==> src/rtl/tanh_interp_sched_if.sv <==
// Bundle of every handshake, LUT and interpolator signal of tanh_interp_sched.
//
// The modports are named from the scheduler's point of view:
//   slave  - the scheduler itself
//   master - the surroundings: requesters, breakpoint LUT, interpolator and consumer
//
// Signal summary:
//   req_valid / req_x / req_ready     requester side, one lane per requester, x is 8-bit signed
//   lut_en / lut_addr / lut_rdata     synchronous breakpoint LUT, data one cycle after lut_en
//   interp_base / interp_next /
//   interp_change / interp_remaining  registered operands to the combinational interpolator
//   interp_value                      interpolator result
//   resp_valid / resp_ready /
//   resp_data / resp_id               tagged result towards the consumer
//   busy                              scheduler is not idle
interface tanh_interp_sched_if #(
  parameter int unsigned NUM_REQ = 4,
  parameter int unsigned ID_W    = 2
) ();

  logic [NUM_REQ-1:0]   req_valid;
  logic [NUM_REQ*8-1:0] req_x;
  logic [NUM_REQ-1:0]   req_ready;

  logic                 lut_en;
  logic [4:0]           lut_addr;
  logic signed [7:0]    lut_rdata;

  logic signed [7:0]    interp_base;
  logic signed [7:0]    interp_next;
  logic signed [7:0]    interp_change;
  logic signed [7:0]    interp_remaining;
  logic signed [7:0]    interp_value;

  logic                 resp_valid;
  logic                 resp_ready;
  logic signed [7:0]    resp_data;
  logic [ID_W-1:0]      resp_id;

  logic                 busy;

  modport slave (
    input  req_valid, req_x, lut_rdata, interp_value, resp_ready,
    output req_ready, lut_en, lut_addr,
    output interp_base, interp_next, interp_change, interp_remaining,
    output resp_valid, resp_data, resp_id, busy
  );

  modport master (
    output req_valid, req_x, lut_rdata, interp_value, resp_ready,
    input  req_ready, lut_en, lut_addr,
    input  interp_base, interp_next, interp_change, interp_remaining,
    input  resp_valid, resp_data, resp_id, busy
  );

endinterface

==> src/rtl/tanh_interp_sched.sv <==
// Shares one piecewise-linear tanh interpolator among NUM_REQ requesters.
//
// Per request: round-robin grant, split x into segment and 4-bit fraction, two sequential
// reads of the breakpoint LUT (base, then next), drive the interpolator with registered
// operands for one cycle, then hold the tagged result until the consumer takes it.
//
// Ports:
//   clk  - clock, all state changes on the rising edge
//   rst  - synchronous active-high reset
//   bus  - tanh_interp_sched_if.slave (requesters, LUT, interpolator, response, busy)
//
// Optional build macro:
//   TANH_SYM_EN - use the odd symmetry of tanh: look up |x| in a 9-entry LUT and negate
//                 the interpolated value for negative inputs. Undefined: 17-entry signed LUT.
//
// Timing: grant in cycle T (IDLE), FETCH_NEXT T+1, WAIT_NEXT T+2, CALC T+3, RESP from T+4.
module tanh_interp_sched #(
  parameter int unsigned NUM_REQ = 4,
  parameter int unsigned ID_W    = 2
) (
  input logic                clk,
  input logic                rst,
  tanh_interp_sched_if.slave bus
);

  typedef enum logic [2:0] {
    StIdle,
    StFetchNext,
    StWaitNext,
    StCalc,
    StResp
  } state_e;

  state_e            state_q, state_d;
  logic [ID_W-1:0]   rr_ptr_q, rr_ptr_d;
  logic [ID_W-1:0]   gnt_id_q, gnt_id_d;
  logic [7:0]        x_q, x_d;
  logic signed [7:0] base_q, base_d;
  logic signed [7:0] ib_q, ib_d;
  logic signed [7:0] in_q, in_d;
  logic signed [7:0] ic_q, ic_d;
  logic signed [7:0] ir_q, ir_d;
  logic signed [7:0] resp_data_q, resp_data_d;
  logic [ID_W-1:0]   resp_id_q, resp_id_d;
`ifdef TANH_SYM_EN
  logic              neg_q, neg_d;
`endif

  logic [NUM_REQ-1:0] req_ready;
  logic               lut_en;
  logic [4:0]         lut_addr;

  logic               found;
  logic [ID_W-1:0]    pick;
  logic [ID_W-1:0]    cand;
  logic [7:0]         pick_x;

  // ---------------------------------------------------------------------------
  // Input decode
  // ---------------------------------------------------------------------------
`ifdef TANH_SYM_EN
  // |x|, with -128 folded onto 127 so the magnitude always fits in 7 bits.
  function automatic logic [7:0] sym_mag(input logic [7:0] x);
    if (x == 8'h80) begin
      return 8'h7f;
    end else if (x[7]) begin
      return (~x) + 8'd1;
    end
    return x;
  endfunction
`endif

  // LUT address of the lower breakpoint of the segment holding x.
  function automatic logic [4:0] seg_addr(input logic [7:0] x);
`ifdef TANH_SYM_EN
    logic [7:0] mag;
    mag = sym_mag(x);
    return {2'b00, mag[6:4]};
`else
    // idx + 8 for a 4-bit two's-complement idx is idx with its sign bit flipped.
    return {1'b0, ~x[7], x[6:4]};
`endif
  endfunction

  // Fraction within the segment, zero-extended to 8 bits.
  function automatic logic [7:0] seg_rem(input logic [7:0] x);
`ifdef TANH_SYM_EN
    logic [7:0] mag;
    mag = sym_mag(x);
    return {4'b0000, mag[3:0]};
`else
    return {4'b0000, x[3:0]};
`endif
  endfunction

  // ---------------------------------------------------------------------------
  // Round-robin pick: first valid requester after the last one served.
  // ---------------------------------------------------------------------------
  always_comb begin
    found = 1'b0;
    pick  = '0;
    cand  = '0;
    for (int unsigned k = 1; k <= NUM_REQ; k++) begin
      cand = ID_W'((32'(rr_ptr_q) + k) % NUM_REQ);
      if (!found && bus.req_valid[cand]) begin
        found = 1'b1;
        pick  = cand;
      end
    end
  end

  assign pick_x = bus.req_x[{pick, 3'b000} +: 8];

  // ---------------------------------------------------------------------------
  // Next-state and outputs
  // ---------------------------------------------------------------------------
  always_comb begin
    state_d     = state_q;
    rr_ptr_d    = rr_ptr_q;
    gnt_id_d    = gnt_id_q;
    x_d         = x_q;
    base_d      = base_q;
    ib_d        = ib_q;
    in_d        = in_q;
    ic_d        = ic_q;
    ir_d        = ir_q;
    resp_data_d = resp_data_q;
    resp_id_d   = resp_id_q;
`ifdef TANH_SYM_EN
    neg_d       = neg_q;
`endif
    req_ready   = '0;
    lut_en      = 1'b0;
    lut_addr    = '0;

    case (state_q)
      StIdle: begin
        // No acceptance while reset is held: the grant would be lost with the state.
        if (found && !rst) begin
          req_ready[pick] = 1'b1;
          x_d             = pick_x;
          gnt_id_d        = pick;
          rr_ptr_d        = pick;
`ifdef TANH_SYM_EN
          neg_d           = pick_x[7];
`endif
          lut_en          = 1'b1;
          lut_addr        = seg_addr(pick_x);
          state_d         = StFetchNext;
        end
      end

      StFetchNext: begin
        base_d   = bus.lut_rdata;
        lut_en   = 1'b1;
        lut_addr = seg_addr(x_q) + 5'd1;
        state_d  = StWaitNext;
      end

      StWaitNext: begin
        // Interpolator operands all change together on entry to CALC and hold after it.
        ib_d    = base_q;
        in_d    = bus.lut_rdata;
        ic_d    = bus.lut_rdata - base_q;
        ir_d    = seg_rem(x_q);
        state_d = StCalc;
      end

      StCalc: begin
`ifdef TANH_SYM_EN
        resp_data_d = neg_q ? -bus.interp_value : bus.interp_value;
`else
        resp_data_d = bus.interp_value;
`endif
        resp_id_d   = gnt_id_q;
        state_d     = StResp;
      end

      StResp: begin
        // Return to IDLE only; the next grant is made from IDLE one cycle later.
        if (bus.resp_ready) begin
          state_d = StIdle;
        end
      end

      default: state_d = StIdle;
    endcase
  end

  // ---------------------------------------------------------------------------
  // State registers
  // ---------------------------------------------------------------------------
  always_ff @(posedge clk) begin
    if (rst) begin
      state_q     <= StIdle;
      rr_ptr_q    <= ID_W'(NUM_REQ - 1);
      gnt_id_q    <= '0;
      x_q         <= '0;
      base_q      <= '0;
      ib_q        <= '0;
      in_q        <= '0;
      ic_q        <= '0;
      ir_q        <= '0;
      resp_data_q <= '0;
      resp_id_q   <= '0;
`ifdef TANH_SYM_EN
      neg_q       <= 1'b0;
`endif
    end else begin
      state_q     <= state_d;
      rr_ptr_q    <= rr_ptr_d;
      gnt_id_q    <= gnt_id_d;
      x_q         <= x_d;
      base_q      <= base_d;
      ib_q        <= ib_d;
      in_q        <= in_d;
      ic_q        <= ic_d;
      ir_q        <= ir_d;
      resp_data_q <= resp_data_d;
      resp_id_q   <= resp_id_d;
`ifdef TANH_SYM_EN
      neg_q       <= neg_d;
`endif
    end
  end

  // ---------------------------------------------------------------------------
  // Output wiring
  // ---------------------------------------------------------------------------
  assign bus.req_ready        = req_ready;
  assign bus.lut_en           = lut_en;
  assign bus.lut_addr         = lut_addr;
  assign bus.interp_base      = ib_q;
  assign bus.interp_next      = in_q;
  assign bus.interp_change    = ic_q;
  assign bus.interp_remaining = ir_q;
  assign bus.resp_valid       = (state_q == StResp);
  assign bus.resp_data        = resp_data_q;
  assign bus.resp_id          = resp_id_q;
  assign bus.busy             = (state_q != StIdle);

endmodule

==> src/flat_wrapper.sv <==
// flat-port wrapper written by rule: the top's interface ports become plain ports
module tanh_interp_sched_flat 
#(
  parameter int unsigned NUM_REQ = 4,
  parameter int unsigned ID_W    = 2
)
  (clk, rst, bus_req_valid, bus_req_x, bus_lut_rdata, bus_interp_value, bus_resp_ready, bus_req_ready, bus_lut_en, bus_lut_addr, bus_interp_base, bus_interp_next, bus_interp_change, bus_interp_remaining, bus_resp_valid, bus_resp_data, bus_resp_id, bus_busy);
  tanh_interp_sched_if #(.NUM_REQ(NUM_REQ), .ID_W(ID_W)) bus_i ();
  input logic clk;
  input logic rst;
  input wire logic [$bits(bus_i.req_valid)-1:0] bus_req_valid;
  input wire logic [$bits(bus_i.req_x)-1:0] bus_req_x;
  input wire logic [$bits(bus_i.lut_rdata)-1:0] bus_lut_rdata;
  input wire logic [$bits(bus_i.interp_value)-1:0] bus_interp_value;
  input wire logic [$bits(bus_i.resp_ready)-1:0] bus_resp_ready;
  output wire logic [$bits(bus_i.req_ready)-1:0] bus_req_ready;
  output wire logic [$bits(bus_i.lut_en)-1:0] bus_lut_en;
  output wire logic [$bits(bus_i.lut_addr)-1:0] bus_lut_addr;
  output wire logic [$bits(bus_i.interp_base)-1:0] bus_interp_base;
  output wire logic [$bits(bus_i.interp_next)-1:0] bus_interp_next;
  output wire logic [$bits(bus_i.interp_change)-1:0] bus_interp_change;
  output wire logic [$bits(bus_i.interp_remaining)-1:0] bus_interp_remaining;
  output wire logic [$bits(bus_i.resp_valid)-1:0] bus_resp_valid;
  output wire logic [$bits(bus_i.resp_data)-1:0] bus_resp_data;
  output wire logic [$bits(bus_i.resp_id)-1:0] bus_resp_id;
  output wire logic [$bits(bus_i.busy)-1:0] bus_busy;
  assign bus_i.req_valid = bus_req_valid;
  assign bus_i.req_x = bus_req_x;
  assign bus_i.lut_rdata = bus_lut_rdata;
  assign bus_i.interp_value = bus_interp_value;
  assign bus_i.resp_ready = bus_resp_ready;
  assign bus_req_ready = bus_i.req_ready;
  assign bus_lut_en = bus_i.lut_en;
  assign bus_lut_addr = bus_i.lut_addr;
  assign bus_interp_base = bus_i.interp_base;
  assign bus_interp_next = bus_i.interp_next;
  assign bus_interp_change = bus_i.interp_change;
  assign bus_interp_remaining = bus_i.interp_remaining;
  assign bus_resp_valid = bus_i.resp_valid;
  assign bus_resp_data = bus_i.resp_data;
  assign bus_resp_id = bus_i.resp_id;
  assign bus_busy = bus_i.busy;
  tanh_interp_sched #(.NUM_REQ(NUM_REQ), .ID_W(ID_W)) u_core (.clk(clk), .rst(rst), .bus(bus_i));
endmodule
==> config.mk <==
export PLATFORM = sky130hd
export DESIGN_NAME = tanh_interp_sched_flat
export DESIGN_NICKNAME = d
export VERILOG_FILES = /design/src/rtl/tanh_interp_sched_if.sv /design/src/rtl/tanh_interp_sched.sv /design/src/flat_wrapper.sv
export SDC_FILE = /design/constraint.sdc
export NUM_CORES = 1
export LEC_CHECK = 0
export ABC_AREA = 1
export BUFFER_PORTS_ARGS = -buffer_cell sky130_fd_sc_hd__buf_2
export CORE_UTILIZATION = 30
export CTS_CLUSTER_DIAMETER = 200
export CTS_CLUSTER_SIZE = 28
export DETAILED_ROUTE_END_ITERATION = 8
export SLEW_MARGIN = 20
export SYNTH_ARGS = -nofsm -noshare
export SYNTH_HDL_FRONTEND = slang
export SYNTH_SLANG_ARGS = --single-unit
==> constraint.sdc <==
create_clock -name clk -period 2.5 [get_ports clk]
set_input_delay 0.25 -clock clk [delete_from_list [all_inputs] [get_ports clk]]
set_output_delay 0.25 -clock clk [all_outputs]
set_load 0.05 [all_outputs]
Yosys cells after proc, flatten, opt, wreduce, memory -nomap -nowiden
Index checks and enable logic that the tools add are counted.
{ "totals": {"latch_bits": 0, "romBits": 0, "reg_bits": 61, "n_memories": 0, "inputBits": 55, "ramBits": 0} }
{ "classes": {"n_addsub": 6, "bitwise": 2, "n_shift": 1, "n_eq_ne": 6, "muxes": 27, "multipliers": 0, "div": 0, "order_cmp": 6, "reduce_logical": 13} }
{ "ops": {"columns": ["op", "count"], "rows": [
  ["32-bit by 6-bit indexed part select with 8-bit output", 1],
  ["2-bit by 3-bit less-than comparator with 1-bit output (second input constant)", 5],
  ["3-bit case mux with 5 select lines", 1],
  ["4-bit 2-to-1 mux", 3],
  ["1-bit 2-to-1 mux", 10],
  ["5-bit case mux with 2 select lines", 1],
  ["1-bit binary-select mux with 2-bit select", 4],
  ["2-bit 2-to-1 mux", 4],
  ["8-bit subtractor", 1],
  ["3-bit by 2-bit equality test with 1-bit output (second input constant)", 2],
  ["3-bit 2-to-1 mux", 2],
  ["4-bit by 1-bit adder with 5-bit output (second input constant)", 1],
  ["1-bit logical AND", 5],
  ["2-bit by 1-bit adder with 2-bit output (second input constant)", 2],
  ["2-bit adder (second input constant)", 2],
  ["1-bit zero test", 4],
  ["2-bit AND reduction", 2],
  ["3-bit by 1-bit equality test with 1-bit output (second input constant)", 1],
  ["3-bit equality test (second input constant)", 1],
  ["3-bit zero test", 1],
  ["3-bit nonzero test", 1],
  ["1-bit demux with 2-bit select", 1],
  ["2-bit by 1-bit greater-or-equal comparator with 1-bit output (second input constant)", 1],
  ["2-bit by 1-bit != test with 1-bit output (second input constant)", 1],
  ["3 further kinds", 4]
]} }

Depth between registers and ports, before layout
Gate-level depths: netlist of run 1.
{ "logic_depth": {"ltp_word": 19, "depth_mapped": 16, "ltp_nobuf": 16} }

Worst setup path before layout of run 1
No wires, ideal clock.
{ "synth_path": {"path_kind": "register to output", "from": "reg u_core.rr_ptr_q[0]", "to": "out bus_req_ready[0]", "stages_incl_launch_ff": 13, "arrival_time_ns": 2.475, "setup_slack_ns": -0.225, "required_ns": 2.250, "path_cell_list": "dfxtp_1 > buf_4 > nand2_1 > nand2_1 > nand2_1 > nand2_1 > inv_1 > nand3_4 > nand2_1 > nor2_1 > inv_1 > buf_6 > nor3_1"} }
{ "synth_via": {"elab_chain_cells": 19, "elab_cells_between_ends": 34, "classes_between": "4 x add/sub; 2 x order compare; 20 x mux; 8 x reduce/logical"} }
{ "synth_rtl": {"columns": ["item", "line_no", "rtl"], "rows": [
  ["from (decl)", "tanh_interp_sched.sv:35", "logic [ID_W-1:0] rr_ptr_q, rr_ptr_d;"],
  ["from (signal assigned)", "tanh_interp_sched.sv:196", "rr_ptr_q <= ID_W'(NUM_REQ - 1);"],
  ["from (signal assigned)", "tanh_interp_sched.sv:211", "rr_ptr_q <= rr_ptr_d;"],
  ["2-bit by 1-bit adder with 2-bit output", "tanh_interp_sched.sv:104", "cand = ID_W'((32'(rr_ptr_q) + k) % NUM_REQ);"],
  ["1-bit binary-select mux with 2-bit select", "tanh_interp_sched.sv:105", "if (!found && bus.req_valid[cand]) begin"],
  ["1-bit 2-to-1 mux (not written as such)", "tanh_interp_sched.sv:105", null],
  ["1-bit 2-to-1 mux", "tanh_interp_sched.sv:105", null],
  ["1-bit zero test", "tanh_interp_sched.sv:105", null],
  ["1-bit logical AND", "tanh_interp_sched.sv:105", null],
  ["1-bit 2-to-1 mux", "tanh_interp_sched.sv:105", null],
  ["1-bit zero test", "tanh_interp_sched.sv:105", null],
  ["(+3 left out)", null, null],
  ["1-bit logical AND", "tanh_interp_sched.sv:105", null],
  ["2-bit 2-to-1 mux", "tanh_interp_sched.sv:105", null],
  ["2-bit by 3-bit less-than comparator with 1-bit output (not written as such) or 2-bit by 1-bit greater-or-equal comparator with 1-bit output (tied branches)", "tanh_interp_sched.sv:140", "req_ready[pick] = 1'b1;"],
  ["1-bit logical AND (not written as such)", "tanh_interp_sched.sv:140", null],
  ["1-bit 2-to-1 mux (not written as such)", "tanh_interp_sched.sv:140", null],
  ["1-bit demux with 2-bit select", null, null],
  ["4-bit 2-to-1 mux (*)", "tanh_interp_sched.sv:139", "if (found && !rst) begin"],
  ["4-bit 2-to-1 mux (*)", "tanh_interp_sched.sv:136", "case (state_q)"],
  ["to (decl)", "flat_wrapper.sv:16", "output wire logic [$bits(bus_i.req_ready)-1:0] bus_req_ready;"]
]} }
Mark *: on every way between the ends. The rest lies on a longest branch, timed or not. The select of a mux whose other input is x is not followed.

Worst setup path after layout of run 1
{ "layout_path": {"from": "reg u_core.rr_ptr_q[0]", "to": "out bus_lut_addr[3]"} }
{ "layout_via": {"elab_chain_cells": 17, "elab_cells_between_ends": 31, "classes_between": "4 x add/sub; 1 x shift; 18 x mux; 1 x bitwise; 7 x reduce/logical"} }
{ "layout_rtl": {"columns": ["item", "line_no", "rtl"], "rows": [
  ["2-bit by 1-bit adder with 2-bit output", "tanh_interp_sched.sv:104", null],
  ["1-bit binary-select mux with 2-bit select", "tanh_interp_sched.sv:105", null],
  ["1-bit 2-to-1 mux (not written as such)", "tanh_interp_sched.sv:105", null],
  ["1-bit 2-to-1 mux", "tanh_interp_sched.sv:105", null],
  ["1-bit zero test", "tanh_interp_sched.sv:105", null],
  ["1-bit logical AND", "tanh_interp_sched.sv:105", null],
  ["1-bit 2-to-1 mux", "tanh_interp_sched.sv:105", null],
  ["1-bit zero test", "tanh_interp_sched.sv:105", null],
  ["1-bit logical AND", "tanh_interp_sched.sv:105", null],
  ["1-bit 2-to-1 mux", "tanh_interp_sched.sv:105", null],
  ["1-bit zero test", "tanh_interp_sched.sv:105", null],
  ["1-bit logical AND", "tanh_interp_sched.sv:105", null],
  ["2-bit 2-to-1 mux", "tanh_interp_sched.sv:105", null],
  ["32-bit by 6-bit indexed part select with 8-bit output", "tanh_interp_sched.sv:112", "assign pick_x = bus.req_x[{pick, 3'b000} +: 8];"],
  ["1-bit inverter", "tanh_interp_sched.sv:81", "return {1'b0, ~x[7], x[6:4]};"],
  ["4-bit 2-to-1 mux (*)", "tanh_interp_sched.sv:139", null],
  ["5-bit case mux with 2 select lines (*)", "tanh_interp_sched.sv:136", null],
  ["to (decl)", "flat_wrapper.sv:18", "output wire logic [$bits(bus_i.lut_addr)-1:0] bus_lut_addr;"]
]} }
Marked as above.

==> results of run 1 <==
[report_power, final]
group,internal [mW],total [mW],leakage (nW),switching (mW)
combinational,1.31,3.87,1.61,2.56
sequential,1.22,1.38,0.500,0.155
clock,0.511,0.856,0.0968,0.345
[synth_stat cells, types with 2 or more instances]
master and number:
ha_1 8, nand3_4 2, a21oi_1 35, nor2_4 3, dfxtp_1 61, buf_6 3, nand2_2 11, a21oi_2 2
buf_4 5, o21ai_0 53, nor3_1 4, nand3_1 22, clkbuf_1 13, inv_1 39, nor2_1 59, nand4_1 2
xor2_1 5, o211ai_1 2, inv_2 3, nand2_1 115
[stage by stage]
step / std cells / hold WS, ns / power [mW] / instance area, um2
finish: 712 / 0.1567 / 6.105 / 4204
global route: 712 / 0.1368 / 6.562 / 4204
CTS: 703 / 0.1381 / 5.764 / 4046
detailed placement: 684 / 0.4592 / 4.655 / 3785
global placement: 684 / 0.4535 / 4.602 / 3785
floorplan: 459 / 0.3848 / 3.991 / 3153
[flip-flops by register name, summed over array words and instances, names as in the netlist]
name,flops
u_core.base_q,8
u_core.bus.interp_base,8
u_core.bus.interp_change,8
u_core.bus.interp_next,8
u_core.bus.interp_remaining,4
u_core.bus.resp_data,8
u_core.bus.resp_id,2
u_core.gnt_id_q,2
u_core.rr_ptr_q,2
u_core.state_q,3
u_core.x_q,8
[tightest hold or removal path, delay by kind of cell]
kind | cells | cell delay (ns)
buffers and inverters | 1 | 0.08
and+or+nand+nor | 2 | 0.11
[layout by cell type (no fill, tap or decap), types with 2 or more instances in the layout]
master and count:
a21oi_1 35, inv_6 2, dfxtp_4 2, xor2_1 5, nand2_4 2, o21ai_0 50
nand2_1 101, nand3_4 2, nor2_4 3, clkbuf_1 3, nand2_2 24, nand3_1 21
buf_2 96, nor3_1 3, nand4_1 2, inv_2 2, ha_1 8, clkbuf_8 11
o21ai_2 2, inv_1 37, a21oi_2 2, o211ai_1 2, nor2_2 2, conb_1 4
dfxtp_1 59, buf_6 8, nor2_1 57, buf_4 23
[routing by layer]
layer / track usage [%] / wire length [um] / vias up
met2: 27.90 / 4342 / 104
met4: 2.755 / 31 / 0
met1: 18.12 / 3816 / 1476
li1: - / - / 1700
met5: 0 / 0 / -
met3: 4.511 / 444 / 4
[how the worst max path moves through the flow]
stage,slack [ns],startpoint,end,cells past startpoint
floorplan,0.02,u_core.state_q[0]$_SDFFE_PP0P_,bus_lut_addr[4],5
global placement,0.13,u_core.rr_ptr_q[0]$_SDFFE_PP1P_,bus_lut_addr[3],14
detailed placement,0.03,u_core.rr_ptr_q[0]$_SDFFE_PP1P_,bus_lut_addr[3],14
CTS,-0.02,u_core.rr_ptr_q[0]$_SDFFE_PP1P_,bus_lut_addr[3],14
global route,-0.15,u_core.rr_ptr_q[0]$_SDFFE_PP1P_,bus_lut_addr[3],14
finish,-0.02,u_core.rr_ptr_q[0]$_SDFFE_PP1P_,bus_lut_addr[3],14
[cell families after synthesis]
| group | synth area share (%) |
|---|---|
| simple gates | 30.00 |
| compound gates | 15.96 |
| buf+inv | 9.493 |
| flops | 38.93 |
| fa+ha+maj | 3.829 |
| xor+xnor | 1.675 |
| other cells | 0.1196 |
[area by class of cell]
type,count,area [um2]
clock buffers,14,162.7
clock inverters,1,30.03
fillers,1029,5751
inverters,42,170.2
multi-input cells,334,1703
flip-flops and latches,61,1229
well taps,133,166.4
repair buffers,127,743.2
[what timing repair did]
item / CTS / global route
gates resized for setup: 15 / 39
pin swaps: 3 / 10
setup buffers: 4 / 8
gates cloned: 0 / 1
endpoints found under the setup margin: 9 / 9
==> results.sh, run 1 <==
export IMPL_yosys_cell_types_count=29
export IMPL_p_leak_nw=2.203
export IMPL_setup_worst_path_end_class="output pin"
export IMPL_die_area_mm2=0.01087
export IMPL_core_area_mm2=0.009955
export IMPL_clk_latency_ns=0.32
export IMPL_finalMaxSlewViolations=0
export IMPL_drv_cap=0
export IMPL_grt_pass1_wl_um=13700
export IMPL_via_per_inst=4.612
export IMPL_fin_util_pct=42.23
export IMPL_r2r_start="u_core.rr_ptr_q[0]$_SDFFE_PP1P_"
export IMPL_hp_class="in -> reg"
export IMPL_drive_gt1_share_pct=31.95
export IMPL_grt_pass1_vias=2976
export IMPL_n_antenna_cell=0
export IMPL_portBuffers=104
export IMPL_area_growth_syn_to_layout_pct=34.02
export IMPL_worst_r2r_path_depth=17
export IMPL_violations="negative setup slack"
export IMPL_crit_family="simple AND/OR/NAND/NOR gates"
export IMPL_crit_buf_inv=3
export IMPL_num_rows=36
export IMPL_firstDrtPassIters=6
export IMPL_async_flop_share_pct=0
export IMPL_num_vias=3284
export IMPL_groute_usage_overall_pct=15.44
export IMPL_grt_overflow_total=0
export IMPL_critical_path_max_fanout=6
export IMPL_grt_max_degree=50
export IMPL_synth_top_area_share_pct=38.93
export IMPL_worstPathCellList="buf_6, nand2_2, nand2_2, nand2_2, nand2_2, nor2_4, nand4_1, nand2_4, buf_6, nor2_4, nand2_1, nand2_1, o21bai_1, buf_4"
export IMPL_slowest_stage="dfxtp_4"
export IMPL_crit_type="reg -> out"
export IMPL_nNetsFinal=639
export IMPL_setup_slack_ns=-0.02222
export IMPL_drt_iter0_markers=163
export IMPL_finalHoldViolCount=0
export IMPL_wl_per_cell_um=12.13
export IMPL_relSlewSlack_pct=64.96
export IMPL_r2r_setup_slack_ns=0.55
export IMPL_synth_top_area_cell="dfxtp_1"
export IMPL_yosysSeqAreaShare_pct=38.93
export IMPL_pre_cts_slack_ns=0.02796
export IMPL_crit_path_frequent_cell="nand2_2"
export IMPL_setup_viol=1
export IMPL_tightest_slew_ns=0.5250
export IMPL_cts_tree="done"
export IMPL_drc_errors=0
export IMPL_finClkSkew_ns=0.007479
export IMPL_synthTopCellsByArea="dfxtp_1 (39%), nand2_1 (14%), o21ai_0 (8.5%)"
export IMPL_finalCriticalPeriod_ns=2.522
export IMPL_min_path_cells=3
export IMPL_ys_ff_latch=61
export IMPL_finalWirelength_um=8635
export IMPL_h_tree_depth=3
export IMPL_gp_routability_congestion=0.8883
export IMPL_setup_tns_ns=-0.02222
export IMPL_die_w_um=104.3
export IMPL_ys_dominant_reg_cell="dfxtp_1"
export IMPL_cts_buffers=9
export IMPL_worst_ep_arrival_time_ns=2.27
export IMPL_reg2reg_to="u_core.x_q[2]$_SDFFE_PP0P_"
export IMPL_ios=109
export IMPL_max_stage_delay_ns=0.38
export IMPL_hpwl_um=6184
export IMPL_yosys_warnings=0
export IMPL_cts_hold_buffers=0
export IMPL_status="finished, violations left"
export IMPL_ant_nets=0
export IMPL_synth_area_per_cell_um2=6.879
export IMPL_fp_dieH_um=104.3
export IMPL_hp_start="bus_interp_value[1]"
export IMPL_path_clk_slew_ns=0.07
export IMPL_fin_crit_sh_pct=100.9
export IMPL_clockBufferDepth=2
export IMPL_rsz0062_at_grt="yes"
export IMPL_ctsRootBufferMaster="clkbuf_8"
export IMPL_antenna_found_initial=0
export IMPL_vdd_drop_max_mv=0.6449
export IMPL_fmax_mhz=396.5
export IMPL_hold_end="u_core.bus.resp_data[1]$_SDFFE_PP0P_"
export IMPL_initial_utilization_pct=31.51
export IMPL_required_ns=2.25
export IMPL_synth_edf_count=0
export IMPL_syn_area_mm2=0.003137
export IMPL_crit_path_start_kind="register"
export IMPL_powerDensity_mw_per_mm2=1452
export IMPL_syn_inst=456
export IMPL_cts_sinks=61
(Power assumes the default switching activity.)
==> run 2, diff against run 1 <==
==> constraint.sdc (replaced) <==
create_clock -name clk -period 2.5 [get_ports clk]
set_input_delay 0.25 -clock clk [delete_from_list [all_inputs] [get_ports clk]]
set_output_delay 0.25 -clock clk [all_outputs]
set_load 0.01 [all_outputs]
==> run 2 against run 1 <==
Final cell count fell by 0.42%; sequential power about the same; maximum frequency is 4.7% higher; sequential share of layout area increased by 0.32 points; clock skew up 0.0038 ns; die area unchanged; register-to-register slack gained 0.02 ns; critical path depth increased by 1; the flow now finishes without violations.
==> results.sh, run 2 (same netlist as run 1, synthesis figures left out) <==
export IMPL_finalMaxSlewViolations=0
export IMPL_dp_cells=680
export IMPL_cts_sinks=61
export IMPL_mostFrequentLayoutCells="buf_2 (104), nand2_1 (102), dfxtp_1 (59), nor2_1 (57), o21ai_0 (50)"
export IMPL_status="finished, final reports clean"
export IMPL_grt_pass1_wl_um=14460
export IMPL_worst_ep_arrival_time_ns=2.16
export IMPL_die_area_mm2=0.01087
export IMPL_clockBufferDepth=2
export IMPL_initial_utilization_pct=31.51
export IMPL_crit_path_start_kind="register"
export IMPL_grt_pass1_vias=2990
export IMPL_vdd_drop_max_mv=0.5982
export IMPL_drt_iter0_markers=119
export IMPL_p_sw_mw=2.453
export IMPL_pwr_share_clk_pct=17.8
export IMPL_crit_family="simple AND/OR/NAND/NOR gates"
export IMPL_clk_latency_ns=0.33
export IMPL_ios=109
export IMPL_required_ns=2.25
export IMPL_relSlewSlack_pct=66.22
export IMPL_area_growth_syn_to_layout_pct=32.59
export IMPL_critical_path_max_fanout=10
export IMPL_die_w_um=104.3
export IMPL_firstDrtPassIters=5
export IMPL_setup_worst_path_end_class="output pin"
export IMPL_placed_area_mm2=0.003750
export IMPL_num_rows=36
export IMPL_fmax_mhz=415.3
export IMPL_nNetsFinal=636
export IMPL_drive_gt1_share_pct=31.77
export IMPL_ant_nets=0
export IMPL_powerDensity_mw_per_mm2=1294
export IMPL_p_leak_nw=2.183
export IMPL_slowest_stage="dfxtp_4"
export IMPL_grt_overflow_total=0
export IMPL_p_int_mw=2.929
export IMPL_fill_cells=1050
export IMPL_path_clk_slew_ns=0.06
export IMPL_finClkSkew_ns=0.01129
export IMPL_antenna_found_initial=0
export IMPL_cts_buffers=9
export IMPL_fp_dieH_um=104.3
export IMPL_cts_tree="done"
export IMPL_h_tree_depth=3
export IMPL_pwr_share_comb_pct=56.4
export IMPL_worstPathCellList="buf_6, nand2_2, nand2_2, nand2_2, nand2_2, inv_1, nand2_2, nand2_2, nand3_4, inv_6, nor2_4, nand2_2, nand3_2, o21bai_1, buf_2"
export IMPL_fin_crit_sh_pct=96.32
export IMPL_final_common_cell="buf_2"
export IMPL_ctsRootBufferMaster="clkbuf_8"
export IMPL_multi_input_area_mm2=0.001718
export IMPL_drc_errors=0
export IMPL_register_area_mm2=0.001229
export IMPL_hp_class="in -> reg"
export IMPL_max_stage_delay_ns=0.38
export IMPL_finalCriticalPeriod_ns=2.408
export IMPL_finalWirelength_um=8929
export IMPL_seqPwrFrac_pct=25.8
export IMPL_core_area_mm2=0.009955
export IMPL_grt_max_degree=50
export IMPL_stdcell_area_mm2=0.004159
export IMPL_p_sw_share_pct=45.57
export IMPL_portBuffers=104
export IMPL_rsz0062_at_grt="yes"
export IMPL_setup_viol=0
export IMPL_gp_routability_congestion=0.8509
export IMPL_crit_buf_inv=4
export IMPL_n_antenna_cell=0
export IMPL_groute_usage_overall_pct=16.47
export IMPL_wl_per_cell_um=12.59
export IMPL_fin_util_pct=41.78
export IMPL_via_per_inst=4.654
export IMPL_crit_type="reg -> out"
export IMPL_tightest_slew_ns=0.5061
export IMPL_hpwl_um=6187
export IMPL_num_vias=3300
export IMPL_instances_no_fill=709
export IMPL_finalHoldViolCount=0
export IMPL_drv_cap=0
export IMPL_crit_path_frequent_cell="nand2_2"
run 2: changes by cell type in the layout (fill, tap and decap cells not counted), sizes merged:
cell      before  now
buf          127  122
clkinvlp       0    1
nand3         24   26
bufinv         1    2
clkinv         0    1
clkbuf        14   11
run 2: metrics by stage:
| stage | setup TNS, ns | total power, mW | setup slack, ns | hold slack (ns) |
|---|---|---|---|---|
| 4_1_cts | 0 | 5.149 | 0.01622 | 0.1246 |
| 3_5_place_dp | 0 | 3.908 | 0.06152 | 0.4609 |
| 6_report | 0 | 5.382 | 0.09197 | 0.1472 |
| 2_1_floorplan | 0 | 3.340 | 0.5647 | 0.3848 |
| 5_1_grt | -0.2939 | 5.839 | -0.08510 | 0.1384 |
| 3_3_place_gp | 0 | 3.866 | 0.1362 | 0.4526 |
run 2: path summary, 6_finish.rpt:
check                                  start                                        to  slack (ns)  cells after the start
max reg2reg    u_core.base_q[2]$_SDFFE_PP0P_  u_core.bus.interp_change[7]$_SDFFE_PP0N_        0.57                     10
min reg2reg    u_core.base_q[0]$_SDFFE_PP0P_    u_core.bus.interp_base[0]$_SDFFE_PP0N_        0.47                      2
max          u_core.rr_ptr_q[0]$_SDFFE_PP1P_                           bus_lut_addr[3]        0.09                     15
min                      bus_interp_value[4]      u_core.bus.resp_data[4]$_SDFFE_PP0P_        0.15                      3
run 2: layer usage:
metal | track usage, % | wire length, um | up-vias
met2 | 27.90 | 4299 | 128
met1 | 20.16 | 3957 | 1473
met3 | 5.013 | 582 | 10
met4 | 4.388 | 90 | 0
li1 | - | - | 1689
met5 | 0 | 0 | -
run 2: timing repair:
action | in CTS | in global routing
cloned | 2 | 1
endpoints found under the setup margin | 9 | 9
buffers inserted | 6 | 5
resized for setup | 10 | 28
hold buffers | 0 | 0
pin swaps | 3 | 9
run 2: area by class of cell:
class                           instances  area share [%]
Inverter                               42           4.152
Clock inverter                          4           1.745
Sequential cell                        61           29.54
Clock buffer                           11           3.400
Tap cell                              133           4.001
Timing Repair Buffer                  122           15.85
Multi-Input combinational cell        336           41.31
run 2: power groups by stage:
stage	combinational [mW]	sequential [mW]	clock (mW)
after floorplan	1.93	1.41	0
after global placement	2.48	1.38	0
after detailed placement	2.52	1.39	0
after CTS	2.78	1.38	0.986
after global routing	3.38	1.42	1.04
final	3.04	1.39	0.959
run 2: worst min-delay path: cells and delay by family:
family	cells	cell delay, ns
buf+inv	1	0.08
simple gates	2	0.11
==> run 3, diff against run 2 <==
--- a/config.mk
+++ b/config.mk
@@ -6,7 +6,7 @@
 export NUM_CORES = 1
 export LEC_CHECK = 0
 export ABC_AREA = 1
-export BUFFER_PORTS_ARGS = -buffer_cell sky130_fd_sc_hd__buf_2
+export BUFFER_PORTS_ARGS = -buffer_cell sky130_fd_sc_hd__buf_4
 export CORE_UTILIZATION = 30
 export CTS_CLUSTER_DIAMETER = 200
 export CTS_CLUSTER_SIZE = 28
==> run 3 against run 2 <==
Final cell count increased by 0.56%; combinational power up 9.5%; die area stayed put; worst hold slack lost 0.011 ns; critical path type unchanged.
==> results.sh, run 3 (same netlist as run 1, synthesis figures left out) <==
export IMPL_status="finished, final reports clean"
export IMPL_via_per_inst=4.590
export IMPL_clk_latency_ns=0.34
export IMPL_relSlewSlack_pct=65.49
export IMPL_hp_start="bus_interp_value[1]"
export IMPL_num_rows=36
export IMPL_path_clk_slew_ns=0.07
export IMPL_h_tree_depth=3
export IMPL_hold_end="u_core.bus.resp_data[1]$_SDFFE_PP0P_"
export IMPL_setup_slack_ns=0.03651
export IMPL_setup_worst_path_end_class="output pin"
export IMPL_reg2reg_to="u_core.bus.interp_change[6]$_SDFFE_PP0N_"
export IMPL_initial_utilization_pct=31.51
export IMPL_total_power_mw=5.515
export IMPL_slowest_stage="dfxtp_4"
export IMPL_finalCriticalPeriod_ns=2.463
export IMPL_fin_crit_sh_pct=98.54
export IMPL_ant_nets=0
export IMPL_clockBufferDepth=2
export IMPL_finalMaxSlewViolations=0
export IMPL_hp_class="in -> reg"
export IMPL_ios=109
export IMPL_worst_r2r_path_depth=10
export IMPL_worst_ep_arrival_time_ns=2.21
export IMPL_worstPathCellList="buf_6, nand2_2, nand2_2, nand2_4, nand2_4, nor2_4, nand4_1, nand2_4, buf_12, nor2_4, nand2_1, nand3_2, o21bai_1, buf_4"
export IMPL_drv_cap=0
export IMPL_gp_routability_congestion=0.8481
export IMPL_r2r_start="u_core.base_q[0]$_SDFFE_PP0P_"
export IMPL_cts_tree="done"
export IMPL_cts_buffers=9
export IMPL_finalHoldViolCount=0
export IMPL_firstDrtPassIters=4
export IMPL_groute_usage_overall_pct=16.36
export IMPL_tightest_slew_ns=0.5171
export IMPL_antenna_found_initial=0
export IMPL_drive_gt1_share_pct=31.72
export IMPL_stdcell_area_mm2=0.004428
export IMPL_n_antenna_cell=0
export IMPL_p_leak_nw=2.251
export IMPL_crit_path_start_kind="register"
export IMPL_fin_util_pct=44.48
export IMPL_ctsRootBufferMaster="clkbuf_8"
export IMPL_finClkSkew_ns=0.01593
export IMPL_nNetsFinal=639
export IMPL_grt_pass1_vias=3041
export IMPL_mostFrequentLayoutCells="buf_4 (123), nand2_1 (104), dfxtp_1 (59), nor2_1 (58), o21ai_0 (52)"
export IMPL_placed_area_mm2=0.004018
export IMPL_cts_sinks=61
export IMPL_grt_pass1_wl_um=14320
export IMPL_num_vias=3273
export IMPL_powerDensity_mw_per_mm2=1246
export IMPL_min_path_cells=3
export IMPL_wl_per_cell_um=12.60
export IMPL_hold_ws_ns=0.1365
export IMPL_r2r_setup_slack_ns=0.56
export IMPL_area_growth_syn_to_layout_pct=41.16
export IMPL_crit_type="reg -> out"
export IMPL_fmax_mhz=405.9
export IMPL_hpwl_um=6354
export IMPL_pre_cts_slack_ns=0.1245
export IMPL_drt_iter0_markers=96
export IMPL_crit_path_frequent_cell="nand2_4"
export IMPL_grt_overflow_total=0
export IMPL_required_ns=2.25
export IMPL_core_area_mm2=0.009955
export IMPL_drc_errors=0
export IMPL_fp_dieH_um=104.3
export IMPL_vdd_drop_max_mv=0.4092
export IMPL_fill_cells=1031
export IMPL_setup_viol=0
export IMPL_die_area_mm2=0.01087
export IMPL_portBuffers=104
export IMPL_rsz0062_at_grt="yes"
export IMPL_die_w_um=104.3
export IMPL_grt_max_degree=50
export IMPL_critical_path_max_fanout=6
export IMPL_final_common_cell="buf_4"
export IMPL_finalWirelength_um=8987
export IMPL_max_stage_delay_ns=0.37
==> run 3: worst max path at each step <==
stage          slack (ns)          endpoint                             from  cells after the start
6_report             0.04   bus_lut_addr[3]  u_core.rr_ptr_q[0]$_SDFFE_PP1P_                     14
4_1_cts              0.03   bus_lut_addr[3]  u_core.rr_ptr_q[0]$_SDFFE_PP1P_                     15
5_1_grt             -0.12  bus_req_ready[0]  u_core.rr_ptr_q[0]$_SDFFE_PP1P_                     12
2_1_floorplan        0.56  bus_req_ready[0]  u_core.rr_ptr_q[0]$_SDFFE_PP1P_                     12
3_3_place_gp         0.27   bus_lut_addr[0]  u_core.rr_ptr_q[0]$_SDFFE_PP1P_                     15
3_5_place_dp         0.12   bus_lut_addr[3]  u_core.rr_ptr_q[0]$_SDFFE_PP1P_                     15
==> run 3: metal layers <==
| layer | part of all wire (%) | global-route usage [%] |
|---|---|---|
| met5 | 0 | 0 |
| met4 | 1.0 | 4.082 |
| met3 | 7.0 | 5.764 |
| met2 | 48 | 27.95 |
| met1 | 44 | 19.45 |
==> run 3: repair_timing <==
action                     in CTS  in global routing
setup buffers                   3                 10
cloned                          1                  2
gates resized for setup         9                 21
pin swaps                       1                 13
hold buffers                    0                  0
setup endpoints to repair       9                  9
==> run 3: stage by stage <==
step	setup TNS [ns]	std cells
2_1_floorplan	0	459
3_3_place_gp	0	681
3_5_place_dp	0	681
4_1_cts	0	701
5_1_grt	-0.4709	713
6_report	0	713
==> run 3: layout make-up <==
class	instances	area, um2	area share, %
Multi-Input combinational cell	335	1704	38.49
Sequential cell	61	1229	27.75
Timing Repair Buffer	126	979.7	22.12
Tap cell	133	166.4	3.758
Inverter	42	165.2	3.730
Clock buffer	10	137.6	3.108
Clock inverter	6	46.29	1.045
==> run 3: critical path, delay by kind of cell, from the launching register on <==
kind                   cells  cell delay, ns
AND/OR/NAND/NOR           10            0.93
buffers and inverters      3            0.41
flip-flops                 1            0.37
AO/OA/AOI/OAI              1            0.16
==> run 3: power by group <==
| part | internal [mW] | switching [mW] |
|---|---|---|
| registers | 1.22 | 0.157 |
| logic | 1.43 | 1.90 |
| clock network | 0.391 | 0.413 |
